**config.mk**
```make
export PLATFORM = sky130hd
export DESIGN_NAME = envelope_follower
export DESIGN_NICKNAME = d
export VERILOG_FILES = /design/src/rtl/envelope_pkg.sv /design/src/rtl/envelope_follower_peak_hold_decay.sv /design/src/rtl/envelope_follower.sv
export SDC_FILE = /design/constraint.sdc
export NUM_CORES = 1
export LEC_CHECK = 0
export ABC_AREA = 1
export CORE_MARGIN = 2
export CORE_UTILIZATION = 30
export CTS_CLUSTER_DIAMETER = 30
export CTS_CLUSTER_SIZE = 30
export DETAILED_ROUTE_END_ITERATION = 16
export PLACE_DENSITY = 0.43
export RECOVER_POWER = 50
export SETUP_SLACK_MARGIN = 0.1
export SLEW_MARGIN = 20
export SYNTH_ARGS = -nofsm -noshare
export SYNTH_HDL_FRONTEND = slang
export SYNTH_SLANG_ARGS = --single-unit
```
**constraint.sdc**
```tcl
create_clock -name clk -period 10.9 [get_ports clk]
set_clock_uncertainty 0.1 [all_clocks]
set_input_delay 1.09 -clock clk [delete_from_list [all_inputs] [get_ports clk]]
set_output_delay 1.09 -clock clk [all_outputs]
set_load 0.05 [all_outputs]
```
**src/rtl/envelope_pkg.sv**
```systemverilog
// envelope_pkg: shared widths, shifts and types for the envelope detector chain.
package envelope_pkg;
   localparam int DEF_IN_WIDTH      = 18;
   localparam int DEF_OUT_WIDTH     = 18;
   localparam int DEF_ATTACK_SHIFT  = 2;
   localparam int DEF_RELEASE_SHIFT = 8;
   localparam int DEF_HOLD_SAMPLES  = 4096;
   localparam int DEF_DECAY_SHIFT   = 4;
   localparam int DEF_DECIM         = 256;
   typedef logic [DEF_OUT_WIDTH-1:0] level_t;
   typedef enum logic {EMPTY, FULL} out_state_t;
endpackage

```
**src/rtl/envelope_follower_peak_hold_decay.sv**
```systemverilog
// peak_hold_decay: peak tracker that holds for a fixed sample count, then decays geometrically.
module peak_hold_decay #(
   parameter int XW           = 17,
   parameter int HOLD_SAMPLES = 4096,
   parameter int DECAY_SHIFT  = 4
) (
   input  logic          clk,
   input  logic          rst,
   input  logic          clear,
   input  logic          in_valid,
   input  logic [XW-1:0] x,
   output logic [XW-1:0] peak
);
   localparam int HW = $clog2(HOLD_SAMPLES + 1);
   logic [HW-1:0] hold_cnt;
   logic [XW-1:0] step, decayed;
   // decay always moves by at least one so small peaks still reach zero
   always_comb begin
      step    = (peak >> DECAY_SHIFT) == '0 ? XW'(1) : peak >> DECAY_SHIFT;
      decayed = peak - step;
   end
   always_ff @(posedge clk or negedge rst)
      if (!rst) begin
         peak     <= '0;
         hold_cnt <= '0;
      end else if (clear) begin
         peak     <= '0;
         hold_cnt <= '0;
      end else if (in_valid) begin
         if (x >= peak) begin
            peak     <= x;
            hold_cnt <= HW'(HOLD_SAMPLES);
         end else if (hold_cnt != '0)
            hold_cnt <= hold_cnt - HW'(1);
         else
            peak <= x > decayed ? x : decayed;
      end
endmodule

```
**src/rtl/envelope_follower.sv**
```systemverilog
// envelope_follower: attack/release smoother plus held peak, decimated to a (level, peak)
// snapshot offered over valid/ready with latest-wins overwrite.
module envelope_follower
   import envelope_pkg::*;
#(
   parameter int IN_WIDTH      = DEF_IN_WIDTH,
   parameter int OUT_WIDTH     = DEF_OUT_WIDTH,
   parameter int ATTACK_SHIFT  = DEF_ATTACK_SHIFT,
   parameter int RELEASE_SHIFT = DEF_RELEASE_SHIFT,
   parameter int HOLD_SAMPLES  = DEF_HOLD_SAMPLES,
   parameter int DECAY_SHIFT   = DEF_DECAY_SHIFT,
   parameter int DECIM         = DEF_DECIM
) (
   input  logic                 clk,
   input  logic                 rst,
   input  logic                 clear,
   input  logic                 in_valid,
   input  logic [IN_WIDTH-1:0]  env_in,
   output logic [OUT_WIDTH-1:0] level_out,
   output logic [OUT_WIDTH-1:0] peak_out,
   output logic                 out_valid,
   input  logic                 out_ready,
   output logic                 overrun
);
   localparam int XW   = IN_WIDTH - 1;
   localparam int FRAC = RELEASE_SHIFT;
   localparam int SW   = XW + FRAC;
   localparam int CW   = $clog2(DECIM);
   logic [XW-1:0]        x, peak;
   logic [SW-1:0]        s_fx, s_nxt;
   logic signed [SW:0]   d, d_sh;
   logic [CW-1:0]        cnt;
   logic                 load, sel;
   logic [OUT_WIDTH-1:0] peak_q;
   out_state_t           state;
   always_comb begin
      x     = env_in[IN_WIDTH-1] ? '0 : env_in[XW-1:0];
      d     = $signed({1'b0, x, {FRAC{1'b0}}}) - $signed({1'b0, s_fx});
      d_sh  = d > 0 ? d >>> ATTACK_SHIFT : d >>> RELEASE_SHIFT;
      s_nxt = SW'($signed({1'b0, s_fx}) + d_sh);
      load  = in_valid && cnt == CW'(DECIM - 1);
   end
   peak_hold_decay #(.XW(XW), .HOLD_SAMPLES(HOLD_SAMPLES), .DECAY_SHIFT(DECAY_SHIFT)) u_peak (
      .clk(clk), .rst(rst), .clear(clear), .in_valid(in_valid), .x(x), .peak(peak)
   );
   // on a load edge the peak register itself holds the post-update value, so the
   // snapshot follows it for one cycle (sel) and is frozen into peak_q at the next edge
   always_ff @(posedge clk or negedge rst)
      if (!rst) begin
         s_fx      <= '0;
         cnt       <= '0;
         level_out <= '0;
         peak_q    <= '0;
         sel       <= 1'b0;
         overrun   <= 1'b0;
         state     <= EMPTY;
      end else if (clear) begin
         s_fx      <= '0;
         cnt       <= '0;
         level_out <= '0;
         peak_q    <= '0;
         sel       <= 1'b0;
         overrun   <= 1'b0;
         state     <= EMPTY;
      end else begin
         if (in_valid) begin
            s_fx <= s_nxt;
            cnt  <= load ? '0 : cnt + CW'(1);
         end
         if (load) begin
            level_out <= OUT_WIDTH'(s_nxt[SW-1:FRAC]);
            sel       <= 1'b1;
            state     <= FULL;
            if (state == FULL && !out_ready) overrun <= 1'b1;
         end else begin
            if (sel) begin
               peak_q <= OUT_WIDTH'(peak);
               sel    <= 1'b0;
            end
            if (state == FULL && out_ready) state <= EMPTY;
         end
      end
   assign out_valid = state == FULL;
   assign peak_out  = sel ? OUT_WIDTH'(peak) : peak_q;
endmodule
```
==> metrics.yaml <==
detailed_routing:
  wl_met3_um: 1534
  highest_layer: "met4"
  drt-met1-wl_um: 17500
  post_drt_wl_per_cell_um: 17.34
  met2_wirelength_um: 14660
  drt_iter0_drc: 746
  wl_um: 34450
  via_count: 9977
  ant_nets: 0
  dr.pass1.iters: 5
  vias_per_cell: 5.024
  drcViolationCount: 0
yosys:
  async_reset_ff_share_pct: 100.0
  yosys.area_share.simple_pct: 37.31
  netlist-cell-type-count: 50
  seq_area_frac_synth_pct: 26.42
  syn_nets: 1627
  avgSynthCellArea_um2: 6.236
  netlist_instances: 1534
  synth_seq_cells: 101
  syn_area_um2: 9565
  yosys_warnings: 0
  synthFlopType: "dfrtp_1"
  synthAdderAreaFrac_pct: 9.313
  synth_mux_area_share_pct: 0
  synth_top_family_by_area: "simple AND/OR/NAND/NOR gates"
  synth_edf_count: 0
  synth_compound_area_share_pct: 13.79
  synthXorXnorAreaFrac_pct: 2.655
layout:
  fillers: 3522
  nNetsFinal: 1671
  area_delta_synth_final_pct: 13.12
  layout_commonest_cell: "nand2_1"
  layout_common_cells: "nand2_1, inv_1, nand3_1"
  drive_above_1_share_pct: 3.727
critical_path:
  r2r_slack_ps: 5350
  r2r_start: "s_fx[8]"
  critPathArrivalTime_ps: 6970
  cp_common_cell: "nand2_1"
  cp_top_family: "simple AND/OR/NAND/NOR gates"
  critPathRequiredTime_ps: 11060
  r2r_cells: 26
  crit_buf_inv: 5
  cpPeakStageDelay_ps: 690
  crit_fanout: 25
  critPathKind: "in -> reg"
  cp-end-kind: "flop"
  r2r-end: "s_fx[18]"
  worst_path_max_delay_cell: "clkdlybuf4s50_1"
  critPathLaunchType: "input pin"
place:
  io_buffers: 59
  gp_congestion: 0.9087
  dp_hpwl_um: 27090
floorplanning:
  rows: 65
  core-area_um2: 31470
  pin_count: 61
  fp.dieW_um: 182.6
  die_h_um: 182.6
  die_area_um2: 33330
  start_util_pct: 30.39
global_routing:
  grt_max_degree: 70
  gr-total-overflow: 0
  grt_pass1_vias: 9640
  antenna_found_initial: 0
  grt_pass1_wl_um: 54570
  track_usage_pct: 21.20
clocking:
  cts_max_level: 3
  clock_path_buffers: 2
  cts_hold_buf: 0
  cts_sinks: 101
  cts.clk_slew.worst_paths_ps: 90
  clk_latency_ps: 380
  cts_root_buf: "clkbuf_16"
  numCtsBuffers: 9
  ctsResizeCount: 0
  post-cts-setup-buffer-count: 0
  cts_tree: "yes"
sta:
  period_share_pct: 62.45
  timing.hold.ws_ps: 341.3
  post-route-min-period_ps: 6807
  finalHoldViolCount: 0
  setup_viol: 0
  slew_viol_final: 104
  max_freq_ghz: 0.1469
  rsz0062_at_grt: "no"
  tightest_slew_ps: 3949
  fin_setup_tns_ps: 0
  slew_headroom_pct: -163.2
min_path:
  min_path_cells: 1
  hp-start: "sel"
  worstHoldEndpoint: "peak_q[17]"
  min_path_type: "reg -> reg"
run:
  maxCapViolations: 2
status:
  violations: "capacitance limit, slew limit"
  status: "finished with violations"
-- per-layer routing --
layer | GRT usage, % | vias up
met5 | 0 | -
met4 | 5.613 | 0
met3 | 3.233 | 36
met2 | 32.76 | 238
met1 | 30.67 | 4641
li1 | - | 5062
-- stage by stage --
stage	util [%]	area (µm²)	setup WS, ps	cells
finish	34.38	10820	4093	1986
global route	34.37	10820	3474	1985
CTS	34.41	10830	4192	1985
detailed placement	33.48	10540	3770	1969
global placement	33.48	10540	3993	1969
floorplan	-	9565	5445	1534
-- final cells by class --
cell class	instances	area, µm²	share of cell area [%]
Antenna cell	1	2.502	0.02313
Clock buffer	9	225.2	2.081
Clock inverter	7	67.56	0.6244
Inverter	219	827.0	7.643
Multi-Input combinational cell	1181	6038	55.80
Sequential cell	101	2527	23.36
Tap cell	402	503.0	4.648
Timing Repair Buffer	66	629.4	5.816
-- flip-flops by register name, indices dropped and copies added, names as in the netlist --
register,flops
s_fx,25
peak_q,18
level_out,17
u_peak.peak,17
u_peak.hold_cnt,13
cnt,8
out_valid,1
overrun,1
sel,1
-- cell usage after synthesis (2+ instances only) --
library cell,instances,area share (%)
inv_1,214,8.4
o21ai_0,121,6.3
nand3_2,2,0.21
o21bai_1,3,0.24
nor4_1,7,0.46
xor2_1,20,1.8
xnor2_1,9,0.82
nand3b_1,12,0.94
nand2_2,11,0.72
a211oi_1,3,0.24
a21o_1,3,0.24
clkbuf_1,20,0.78
nand2_1,499,20
buf_6,3,0.35
clkinv_1,2,0.079
o21ai_1,12,0.63
fa_1,2,0.42
nor2_2,10,0.65
dfrtp_1,101,26
or2_2,2,0.13
a31o_2,2,0.18
nand3_1,137,7.2
nor2_1,109,4.3
inv_2,2,0.079
nand4_1,25,1.6
a31oi_1,2,0.13
o21a_1,3,0.24
nand2_4,2,0.24
ha_1,68,8.9
nor2_4,2,0.24
a21oi_1,85,4.4
o22ai_1,5,0.33
buf_2,7,0.37
nor3_1,11,0.58
o2111ai_1,2,0.18
o211ai_1,2,0.16
-- worst max-delay path by stage --
stage / start / to / slack [ps] / cells past startpoint
2_1_floorplan: env_in[17] / s_fx[18] / 5450 / 33
3_3_place_gp: env_in[17] / level_out[10] / 3990 / 29
3_5_place_dp: env_in[17] / level_out[10] / 3770 / 29
4_1_cts: env_in[17] / s_fx[18] / 4190 / 29
5_1_grt: env_in[17] / level_out[10] / 3470 / 28
6_report: env_in[17] / s_fx[18] / 4090 / 29
-- kinds of logic after synthesis --
group                      Yosys count
other                                1
xor gates and xnor gates            29
adders and majority gates           70
and+or+nand+nor                    833
AOI/OAI and AO/OA                  248
DFF                                101
buffers and inverters              252
-- worst reg2reg max path: cells and delay by family (launching register included) --
kind / cells / cell delay (ps)
buffers and inverters: 3 / 340
DFF: 1 / 440
AOI/OAI and AO/OA: 7 / 1610
adders and majority gates: 3 / 780
and+or+nand+nor: 13 / 2160
Power is not shown: default switching activity piles up to over one toggle a cycle in this logic, so the estimate is an artifact.
